<file path="src/rtl/uart_pkg.sv">
// Shared definitions for the game-link frame format: opcodes, sync marker, FSM states
// and the snapshot record used by the transmit-side packer.
package uart_pkg;

  localparam logic [2:0] OPC_SYNC    = 3'b000;
  localparam logic [2:0] OPC_KEEP_LO = 3'b001;
  localparam logic [2:0] OPC_KEEP_HI = 3'b010;
  localparam logic [2:0] OPC_X_LO    = 3'b011;
  localparam logic [2:0] OPC_X_HI    = 3'b100;
  localparam logic [2:0] OPC_Y_LO    = 3'b101;
  localparam logic [2:0] OPC_Y_HI    = 3'b110;
  localparam logic [2:0] OPC_SCORE   = 3'b111;

  // Bit position of the connection marker inside a full 8-bit sync frame.
  localparam int SYNC_MARKER_BIT = 3;

  typedef enum logic [1:0] {
    ST_LOAD = 2'd0,
    ST_SEND = 2'd1,
    ST_GAP  = 2'd2
  } state_t;

  typedef struct packed {
    logic       local_shooter;
    logic       game_starts;
    logic [9:0] keeper_pos;
    logic [9:0] x_shooter;
    logic [9:0] y_shooter;
    logic [2:0] player_score;
    logic       is_scored;
    logic       multi_input;
  } snap_t;

endpackage

</file>
<file path="src/rtl/uart_encoder_gap_timer.sv">
// Inter-round idle countdown: loads GAP_CYCLES on start, decrements each cycle and
// flags expiry while the count sits at zero.
module uart_encoder_gap_timer #(
  parameter int GAP_CYCLES = 65_000
) (
  input  logic clk,
  input  logic rst,
  input  logic start,
  output logic expired
);

  localparam int CW = $clog2(GAP_CYCLES + 1);

  logic [CW-1:0] cnt;
  logic          running;

  always_ff @(posedge clk or posedge rst) begin
    if (rst) begin
      cnt     <= '0;
      running <= 1'b0;
    end else if (start) begin
      cnt     <= CW'(GAP_CYCLES);
      running <= 1'b1;
    end else if (running) begin
      if (cnt == '0) running <= 1'b0;
      else           cnt     <= cnt - CW'(1);
    end
  end

  assign expired = running && (cnt == '0);

endmodule

</file>
<file path="src/rtl/uart_encoder.sv">
// Game-state packer: snapshots local state and writes eight opcode-tagged frames to the
// UART TX FIFO per round. Optional macro UART_ENCODER_CHANGE_KICK_EN cuts the gap short on input change.
module uart_encoder
  import uart_pkg::*;
#(
  parameter int GAP_CYCLES = 65_000
) (
  input  logic       clk,
  input  logic       rst,
  input  logic       tx_full,
  input  logic       local_shooter,
  input  logic       game_starts,
  input  logic [9:0] keeper_pos,
  input  logic [9:0] x_shooter,
  input  logic [9:0] y_shooter,
  input  logic [2:0] player_score,
  input  logic       is_scored,
  input  logic       multi_input,
  output logic       wr_uart,
  output logic [7:0] w_data,
  output logic       busy,
  output logic       round_done
);

  state_t     state_q, state_d;
  logic [2:0] idx_q, idx_d;
  logic       last_q, last_d;
  logic       wr_d, busy_d, done_d;
  logic [7:0] data_d;
  logic [7:0] frame;
  logic       gap_start, gap_expired;
  snap_t      snap_q, live;

  assign live = {local_shooter, game_starts, keeper_pos, x_shooter, y_shooter,
                 player_score, is_scored, multi_input};

  // Snapshot is pure data: it is always reloaded in LOAD before any frame uses it.
  always_ff @(posedge clk) begin
    if (state_q == ST_LOAD) snap_q <= live;
  end

  always_comb begin
    frame = {5'b00000, idx_q};
    case (idx_q)
      OPC_SYNC: begin
        frame[7:3]             = {snap_q.local_shooter, snap_q.game_starts, 3'b000};
        frame[SYNC_MARKER_BIT] = 1'b1;
      end
      OPC_KEEP_LO: frame[7:3] = snap_q.keeper_pos[4:0];
      OPC_KEEP_HI: frame[7:3] = snap_q.keeper_pos[9:5];
      OPC_X_LO:    frame[7:3] = snap_q.x_shooter[4:0];
      OPC_X_HI:    frame[7:3] = snap_q.x_shooter[9:5];
      OPC_Y_LO:    frame[7:3] = snap_q.y_shooter[4:0];
      OPC_Y_HI:    frame[7:3] = snap_q.y_shooter[9:5];
      OPC_SCORE:   frame[7:3] = {snap_q.multi_input, snap_q.is_scored, snap_q.player_score};
      default: ;
    endcase
  end

  always_ff @(posedge clk or posedge rst) begin
    if (rst) begin
      state_q    <= ST_LOAD;
      idx_q      <= 3'd0;
      last_q     <= 1'b0;
      wr_uart    <= 1'b0;
      w_data     <= 8'h00;
      busy       <= 1'b0;
      round_done <= 1'b0;
    end else begin
      state_q    <= state_d;
      idx_q      <= idx_d;
      last_q     <= last_d;
      wr_uart    <= wr_d;
      w_data     <= data_d;
      busy       <= busy_d;
      round_done <= done_d;
    end
  end

  always_comb begin
    state_d   = state_q;
    idx_d     = idx_q;
    last_d    = last_q;
    wr_d      = 1'b0;
    data_d    = w_data;
    busy_d    = busy;
    done_d    = 1'b0;
    gap_start = 1'b0;
    case (state_q)
      ST_LOAD: begin
        busy_d  = 1'b1;
        idx_d   = 3'd0;
        last_d  = 1'b0;
        state_d = ST_SEND;
      end
      ST_SEND: begin
        // A write cycle is always followed by an idle one so tx_full can catch up.
        if (wr_uart) begin
          if (last_q) begin
            state_d   = ST_GAP;
            done_d    = 1'b1;
            busy_d    = 1'b0;
            gap_start = 1'b1;
          end
        end else if (!tx_full) begin
          wr_d   = 1'b1;
          data_d = frame;
          idx_d  = idx_q + 3'd1;
          last_d = (idx_q == OPC_SCORE);
        end
      end
      ST_GAP: begin
        if (gap_expired) state_d = ST_LOAD;
`ifdef UART_ENCODER_CHANGE_KICK_EN
        if (snap_q != live) state_d = ST_LOAD;
`endif
      end
      default: state_d = ST_LOAD;
    endcase
  end

  uart_encoder_gap_timer #(
    .GAP_CYCLES(GAP_CYCLES)
  ) u_gap_timer (
    .clk    (clk),
    .rst    (rst),
    .start  (gap_start),
    .expired(gap_expired)
  );

endmodule

</file>
<file path="config.mk">
export PLATFORM = sky130hd
export DESIGN_NAME = uart_encoder
export DESIGN_NICKNAME = d
export VERILOG_FILES = /design/src/rtl/uart_pkg.sv /design/src/rtl/uart_encoder_gap_timer.sv /design/src/rtl/uart_encoder.sv
export SDC_FILE = /design/constraint.sdc
export NUM_CORES = 1
export LEC_CHECK = 0
export BUFFER_PORTS_ARGS = -buffer_cell sky130_fd_sc_hd__clkbuf_2
export CAP_MARGIN = 20
export CORE_MARGIN = 3
export CORE_UTILIZATION = 60
export DETAILED_ROUTE_END_ITERATION = 8
export GPL_TIMING_DRIVEN = 0
export PLACE_DENSITY = 0.84
export SKIP_CTS_REPAIR_TIMING = 1
export SLEW_MARGIN = 10
export SYNTH_ARGS = -nofsm -noshare
export SYNTH_HDL_FRONTEND = slang
export SYNTH_SLANG_ARGS = --single-unit
</file>
<file path="constraint.sdc">
create_clock -name clk -period 5 [get_ports clk]
set_clock_uncertainty 0.15 [all_clocks]
set_input_delay 0.25 -clock clk [delete_from_list [all_inputs] [get_ports clk]]
set_output_delay 0.25 -clock clk [all_outputs]
set_load 0.02 [all_outputs]
</file>
Word-level counts from Yosys, hierarchy flattened
Index checks and enable logic that the tools add are counted.
{"block": "op_classes", "n_bitwise": 2, "n_reduce_logical": 11, "multipliers": 0, "addsub": 2, "n_lt_le_gt_ge": 0, "div_mod_pow": 0, "n_eq_ne": 15, "shifts": 0, "mux": 26}
{"cell": "16-bit two-way mux", "n": 3}
{"cell": "5-bit one-hot mux with 8 select lines", "n": 1}
{"cell": "16-bit zero test", "n": 1}
{"cell": "16-bit by 1-bit subtractor with 16-bit output, second input constant", "n": 1}
{"cell": "1-bit two-way mux", "n": 13}
{"cell": "3-bit == test, second input constant", "n": 4}
{"cell": "2-bit != test, second input constant", "n": 6}
{"cell": "3-bit AND reduction", "n": 4}
{"cell": "3-bit by 2-bit == test with 1-bit output, second input constant", "n": 2}
{"cell": "2-bit two-way mux", "n": 3}
{"cell": "3-bit two-way mux", "n": 2}
{"cell": "2-bit one-hot mux with 3 select lines", "n": 1}
{"cell": "3-bit one-hot mux with 2 select lines", "n": 1}
{"cell": "1-bit one-hot mux with 2 select lines", "n": 2}
{"cell": "2-bit nonzero test", "n": 2}
{"cell": "3-bit by 1-bit adder with 3-bit output, second input constant", "n": 1}
{"cell": "3-bit by 1-bit == test with 1-bit output, second input constant", "n": 1}
{"cell": "3-bit zero test", "n": 1}
{"cell": "2-bit by 1-bit == test with 1-bit output, second input constant", "n": 1}
{"cell": "2-bit == test, second input constant", "n": 1}
{"cell": "2-bit zero test", "n": 1}
{"cell": "1-bit inverter", "n": 2}
{"cell": "2-bit AND reduction", "n": 1}
{"cell": "1-bit logical AND", "n": 1}
{"block": "totals", "ramBits": 0, "latchBits": 0, "mem_bits_ro": 0, "mem_count": 0, "elab_cells": 73, "ff_bits": 71, "output_inout_bits": 11, "in_bits": 40}

Depth between registers and ports, before layout
Gate-level depths: netlist of run 1.
{"block": "logic_depth", "word_depth": 5, "ltp_mapped": 8, "depth_no_buf": 6}

Modules after synthesis
From an unflattened synthesis of run 1, not the netlist that was laid out.
{"block": "hier_totals", "cells_unflattened": 234, "area_unflattened_um2": 3054.2}
{"mod": "uart_encoder", "area_per_inst_um2": 2109.5, "cells_per_inst": 135, "n_inst": 1}
{"mod": "uart_encoder_gap_timer", "area_per_inst_um2": 944.7, "cells_per_inst": 99, "n_inst": 1}

Worst setup path before layout of run 1
OpenSTA, ideal clock, no wires.
{"block": "synth_path", "path_type": "reg-to-reg", "start": "register state_q[1]", "end": "register snap_q[0] (netlist bit) (enable)", "setup_ns": 0.433, "period_less_slack_ns": 2.746, "slack_ns": 2.254, "required_ns": 4.417, "t_arrival_ns": 2.163, "stages_incl_launch_ff": 3, "n_path_buf": 1, "cell_sequence": "dfrtp_1 clkbuf_1 nor2_1"}
{"block": "synth_via", "elab_chain_len": 1}
{"item": "start: declaration", "line": "uart_encoder.sv:25", "text": "state_t state_q, state_d;"}
{"item": "start signal: assignment", "line": "uart_encoder.sv:70", "text": "state_q <= state_d;"}
{"item": "2-bit zero test", "line": "uart_encoder.sv:39", "text": "if (state_q == ST_LOAD) snap_q <= live;"}
{"item": "end signal: assignment", "line": "uart_encoder.sv:39"}
{"item": "end: declaration", "line": "uart_encoder.sv:32", "text": "snap_t snap_q, live;"}
Every way passes these cells.
A chain may end at the register's enable or synchronous reset.

Worst setup path after layout of run 1
{"block": "layout_path", "start": "register idx_q[2]", "end": "register w_data[6]"}
{"block": "layout_via", "elab_chain_len": 2, "word_cells_on_any_way": 9}
{"item": "start: declaration", "line": "uart_encoder.sv:26", "text": "logic [2:0] idx_q, idx_d;"}
{"item": "start signal: assignment", "line": "uart_encoder.sv:71", "text": "idx_q <= idx_d;"}
{"item": "3-bit == test, or another cell as far along", "line": "uart_encoder.sv:44", "text": "case (idx_q)"}
{"item": "5-bit one-hot mux with 8 select lines *", "line": "uart_encoder.sv:44"}
{"item": "end signal: assignment", "line": "uart_encoder.sv:74", "text": "w_data <= data_d;"}
{"item": "end: declaration", "line": "uart_encoder.sv:20", "text": "output logic [7:0] w_data,"}
Every way passes the cells marked *; elsewhere a longest branch is shown, timed or not.

==> results of run 1 <==
-- power groups by stage --
| stage | clock, mW | sequential, mW | combinational (mW) |
|---|---|---|---|
| finish | 0.601 | 0.931 | 0.732 |
| CTS | 0.592 | 0.916 | 0.669 |
| global route | 0.632 | 0.952 | 0.793 |
| detailed placement | 0 | 0.928 | 0.653 |
| floorplan | 0 | 0.939 | 0.435 |
| global placement | 0 | 0.918 | 0.619 |
-- per-layer routing --
| metal | vias up | track usage, % | share of wire (%) |
|---|---|---|---|
| met4 | 0 | 10.3 | 3.4 |
| met2 | 157 | 39.7 | 49 |
| met1 | 1243 | 28.8 | 40 |
| met3 | 29 | 5.87 | 8.3 |
| met5 | - | 0 | 0 |
| li1 | 1107 | - | - |
-- registers in the layout (all words and copies together), names as in the netlist --
signal	flops
state_q	2
last_q	1
u_gap_timer.cnt	16
w_data	8
round_done	1
busy	1
wr_uart	1
u_gap_timer.running	1
snap_q	37
idx_q	3
-- through the flow --
stage | instance area, um^2 | worst slack (ps) | power, mW | hold WS (ps)
floorplan | 3050 | 2250 | 1.37 | 199
detailed placement | 3440 | 2430 | 1.58 | 265
finish | 4080 | 2130 | 2.26 | 399
global route | 4080 | 1990 | 2.38 | 413
global placement | 3380 | 1760 | 1.54 | 277
CTS | 3700 | 2290 | 2.18 | -98.9
-- how the worst min path moves through the flow --
stage,start,end,cells past startpoint
global route,wr_uart,state_q[0],1
detailed placement,rst,w_data[0],2
finish,w_data[1],w_data[1],1
floorplan,multi_input,snap_q[0],0
CTS,rst,w_data[0],2
global placement,keeper_pos[5],snap_q[30],1
-- cells in the mapped netlist, types with 2 or more instances --
cell	count	area share, %
a221oi_1	7	2.0
mux2i_1	2	0.66
nor4_1	6	1.2
a211oi_1	2	0.49
a22oi_1	2	0.49
or4_1	3	0.74
a31oi_1	4	0.82
or2_2	3	0.62
a222oi_1	4	1.3
a22o_1	3	0.86
nand4_1	3	0.62
nand2_1	9	1.1
and4_1	3	0.86
dfrtp_1	34	28
o21ai_0	9	1.5
a211o_1	4	1.1
clkbuf_1	8	0.98
or4_4	3	1.1
inv_1	11	1.4
edfxtp_1	37	36
a311oi_1	2	0.57
a21oi_1	13	2.1
ha_1	7	2.9
nor3_2	2	0.66
nor2_1	13	1.6
nand3_1	6	0.98
or3_1	2	0.41
nor3_1	5	0.82
mux2_2	5	1.8
o31ai_1	2	0.49
-- final cells by class --
type,count,area share (%)
Buffer,9,0.859
Clock buffer,9,3.04
Clock inverter,7,3.31
Inverter,11,1.01
Multi-Input combinational cell,140,25.0
Sequential cell,71,48.1
Tap cell,67,2.06
Timing Repair Buffer,90,16.6
-- cells by family after synthesis --
| family | after synthesis | share of synthesized area, % |
|---|---|---|
| buffers and inverters | 20 | 2.50 |
| adders and majority gates | 7 | 2.87 |
| muxes | 7 | 2.50 |
| xor gates and xnor gates | 1 | 0.287 |
| AOI/OAI and AO/OA | 58 | 14.2 |
| and+or+nand+nor | 67 | 13.4 |
| DFF | 71 | 64.3 |
==> metrics, run 1 <==
run status=complete, no violations; 1st-iter DRT viols=265; multi-input logic area=1020 um^2; Die Span Y=77.3 um; Worst-path clk slew=80 ps; slowest cell delay on critical path=570 ps; vias in the first global route=2256; Worst EP arrival=2980 ps; top_reg_cell synth=edfxtp_1; CTS tree=done; clock power share=26.5%; Seq cells post-synth=71; global-route usage over all layers=23.6%; IO Port Bufs=50; initial antenna violation count=0; buffers and inverters on the worst path=3; Peak VDD IR=0.000293 V; area of the core=4820 um^2; Vias=2536; routed len/inst=21.0 um; most common cell after layout, fill and taps aside=clkbuf_2; Tcrit/Tclk final=57.4%; CP max FO=10; Sw Ratio=35.9%; die area=5980 um^2; Tmin final=2870 ps; DRC Markers=0; Worst R2R Setup Slack=2130 ps; YS warnings=0; clock insertion delay at the later pin of the skew report=350 ps; Post-Syn Instances=231; Setup Viol. Count Final=0; Storage cell area=1960 um^2; Syn Std Cell Area=3050 um^2; Fmax=348 MHz; Async SR Flop Fraction=47.9%; Post-synth EDFFs=37; Cell Int Power=1.45 mW; power density over the cells=555 nW/um^2; nets@finish=379; final slew viol count=0; Die W=77.3 um; Crit Path Category=reg -> reg; Leakage=1.65 nW; HP Class=reg -> reg; first-pass GRT wire length=10700 um; launch point of the critical path=idx_q[2]; largest net degree at the start of global routing=34; Vias per Instance=6.28; Levels on crit path=7; ant diodes=0; crit-path cells=clkbuf_1 > clkbuf_1 > inv_1 > ha_1 > nor4_1 > a311oi_1 > a21oi_1; starting density of the core=63.3%; number of buffers created by CTS=9; RSZ-0062 raised after global routing=false; Core Rows=25; power share of the sequential group=41.1%; Syn Nets=278; Fillers=215; Inst Count DP=350; Rel. slew slack=47.2%; commonest non-fill, non-tap cells in the layout=clkbuf_2, dlygate4sd3_1, edfxtp_1, dfrtp_1, a21oi_1; post-synthesis sequential area ratio=64.3%; delay-heaviest family, CP=buffers and inverters; slowest cell on the critical path=nor4_1; Worst Setup End Kind=flop; synthesis-to-finish area growth=33.7%; Critical Path Start Type=flop; worst reg2reg startpoint=idx_q[2]; Ports=51; Worst EP required=5110 ps; critical path capture point=w_data[6]; Synth Area per Inst=13.2 um^2; maxcap violations=0; pin slew with the least headroom to its limit=791 ps; Final TNS setup=0 ps; Synth cell types=47; GR Overflow Total=0; DRT Pass-1 Iters=6; Final Non-Filler Cells=404; Max Root-Sink Buffers=2; Fin. Hold Viols=0; H-tree Lvls=3; clk sink count=71; Crit Reg-Reg Endpoint=w_data[6]; fin util=84.7%; routability cong.=0.874; clock root buffer=clkbuf_8; ratio of cells with drive above 1 in the final layout=26.1%; reg2reg path depth=7; Sw Pwr=0.812 mW; final wirelength=8480 um; antenna viol nets, final=0; HPWL Detailed=4300 um; combinational share of power=32.3%; CP most frequent cell=clkbuf_1
Note: power is estimated with default switching activity, not from simulation.
==> inputs of run 2 (changes only) <==
Settings changed: CORE_UTILIZATION 60 to 55, PLACE_DENSITY 0.84 to 0.78.
Clock period 5 ns to 2.9 ns, I/O delays scaled along.
==> run 2 against run 1 <==
Against the previous run: sequential power grew 71%; count of clock-buffer cells in the layout unchanged; worst setup slack lost 2000 ps; fmax increased by 5.0%; utilization fell by 8.4 points; hold slack got worse by 110 ps; critical path type unchanged; critical endpoint is now w_data[3]; largest cell class unchanged; largest power group unchanged; highest routed layer unchanged.
==> metrics, run 2 (same netlist as run 1, synthesis figures left out) <==
run status=complete, no violations (unchanged); area of the core=5240 um^2 (was 4820 um^2); first-pass GRT wire length=10100 um (was 10700 um); Vias per Instance=5.96 (was 6.28); Rel. slew slack=49.9% (was 47.2%); ant diodes=0 (unchanged); number of buffers created by CTS=9 (unchanged); GR Overflow Total=0 (unchanged); initial antenna violation count=0 (unchanged); clock insertion delay at the later pin of the skew report=350 ps (about the same); Die W=80.5 um (was 77.3 um); Levels on crit path=7 (unchanged); Peak VDD IR=0.000587 V (was 0.000293 V); IO Port Bufs=50 (unchanged); HP Class=in -> async (was reg -> reg); Worst-path clk slew=80 ps (about the same); slowest cell delay on critical path=540 ps (was 570 ps); Largest register FFs=37 (unchanged); Final TNS setup=0 ps (unchanged); Fin. Hold Viols=0 (unchanged); 1st-iter DRT viols=250 (was 265); antenna viol nets, final=0 (unchanged); crit-path cells=clkbuf_1 > clkbuf_1 > inv_1 > ha_1 > nor4_1 > a221oi_1 > a21oi_1 (was clkbuf_1 > clkbuf_1 > inv_1 > ha_1 > nor4_1 > a311oi_1 > a21oi_1); delay-heaviest family, CP=buffers and inverters (unchanged); Fmax=366 MHz (was 348 MHz); Setup Viol. Count Final=0 (unchanged); critical path capture point=w_data[3] (was w_data[6]); Worst EP arrival=2850 ps (was 2980 ps); final instance area=3990 um^2 (was 4080 um^2); ratio of cells with drive above 1 in the final layout=26.8% (was 26.1%); routability cong.=0.864 (was 0.874); CP most frequent cell=clkbuf_1 (unchanged); nets@finish=378 (was 379); Vias=2421 (was 2536); Tcrit/Tclk final=94.3% (was 57.4%); die area=6480 um^2 (was 5980 um^2); post-route setup slack=166 ps (was 2130 ps); Hold WS=286 ps (was 399 ps); Max Root-Sink Buffers=2 (unchanged); Worst EP required=3010 ps (was 5110 ps); starting density of the core=58.2% (was 63.3%); Crit Reg-Reg Endpoint=w_data[3] (was w_data[6]); dpl cell area=3420 um^2 (was 3440 um^2); HPWL Detailed=4240 um (was 4300 um); slowest cell on the critical path=nor4_1 (unchanged); Worst R2R Setup Slack=170 ps (was 2130 ps); largest register by flop count=snap_q (unchanged); maxcap violations=0 (unchanged); Critical Path Start Type=flop (unchanged); most common cell after layout, fill and taps aside=clkbuf_2 (unchanged); clock root buffer=clkbuf_8 (unchanged); Ports=51 (unchanged); reg2reg path depth=7 (unchanged); Fillers=327 (was 215); Leakage=1.61 nW (was 1.65 nW); commonest non-fill, non-tap cells in the layout=clkbuf_2, dlygate4sd3_1, edfxtp_1, dfrtp_1, a21oi_1 (unchanged); CP max FO=10 (unchanged); routed len/inst=19.4 um (was 21.0 um); largest net degree at the start of global routing=35 (was 34); synthesis-to-finish area growth=30.9% (was 33.7%); CTS tree=done (unchanged); pin slew with the least headroom to its limit=745 ps (was 791 ps); Worst Setup End Kind=flop (unchanged); Crit Path Category=reg -> reg (unchanged); Top Registers=snap_q (37), u_gap_timer.cnt (16), w_data (8) (unchanged); H-tree Lvls=3 (unchanged); buffers and inverters on the worst path=3 (unchanged); global-route usage over all layers=21.4% (was 23.6%); Core Rows=26 (was 25); DRC Markers=0 (unchanged); dpl ws=311 ps (was 2430 ps); DRT Pass-1 Iters=5 (was 6); launch point of the critical path=idx_q[2] (unchanged); final slew viol count=0 (unchanged); final wirelength=7890 um (was 8480 um); power density over the cells=901 nW/um^2 (was 555 nW/um^2); Tmin final=2730 ps (was 2870 ps); worst reg2reg startpoint=idx_q[2] (unchanged); vias in the first global route=2098 (was 2256); Die Span Y=80.5 um (was 77.3 um); clk sink count=71 (unchanged)
[run 2: cell types whose count changed in the layout (fill, tap and decap cells not counted), sizes merged]
| cell | previous run | this run |
|---|---|---|
| buf | 3 | 2 |
| bufinv | 4 | 1 |
| clkinv | 2 | 5 |
[run 2: layer usage]
metal  wire length [um]  part of all wire, %  global-route usage (%)  vias up
li1                   -                    -                       -     1111
met1               3240                   41                    30.8     1176
met2               4010                   51                    30.8      115
met3                485                  6.1                    5.94       19
met4                157                  2.0                    8.78        0
met5                  0                    0                       0        -
[run 2: cell type report]
type,instances,area [um^2],area share [%]
tap,70,87.6,2.19
multi-input combinational,140,1020,25.5
inverter,11,41.3,1.03
clock buffer,9,124,3.10
sequential,71,1960,49.1
buffer,9,35.0,0.877
timing repair buffer,89,651,16.3
clock inverter,7,73.8,1.85
[run 2: how the worst min path moves through the flow]
| stage | to | cells past startpoint | slack [ps] |
|---|---|---|---|
| 2_1_floorplan | snap_q[0] | 0 | 90 |
| 3_3_place_gp | snap_q[21] | 1 | 170 |
| 3_5_place_dp | u_gap_timer.cnt[3] | 2 | 150 |
| 4_1_cts | wr_uart | 2 | -230 |
| 5_1_grt | snap_q[2] | 2 | 350 |
| 6_report | w_data[7] | 3 | 290 |
[run 2: where the power goes]
| part | internal, mW | switching (mW) | leakage [nW] |
|---|---|---|---|
| combinational | 0.505 | 0.711 | 0.774 |
| sequential | 1.33 | 0.257 | 0.741 |
| clock | 0.398 | 0.395 | 0.0992 |
| total | 2.24 | 1.36 | 1.61 |
[run 2: stage by stage]
step | power [mW] | util [%] | std cells
global placement | 2.66 | 64.7 | 351
detailed placement | 2.72 | 65.2 | 352
floorplan | 2.37 | - | 231
finish | 3.60 | 76.3 | 406
global route | 3.81 | 76.3 | 406
CTS | 3.49 | 69.0 | 368
[run 2: worst min-delay path, stage by stage]
cell	delay, ps
dlygate4sd3_1	530
clkbuf_2	110
inv_2	510
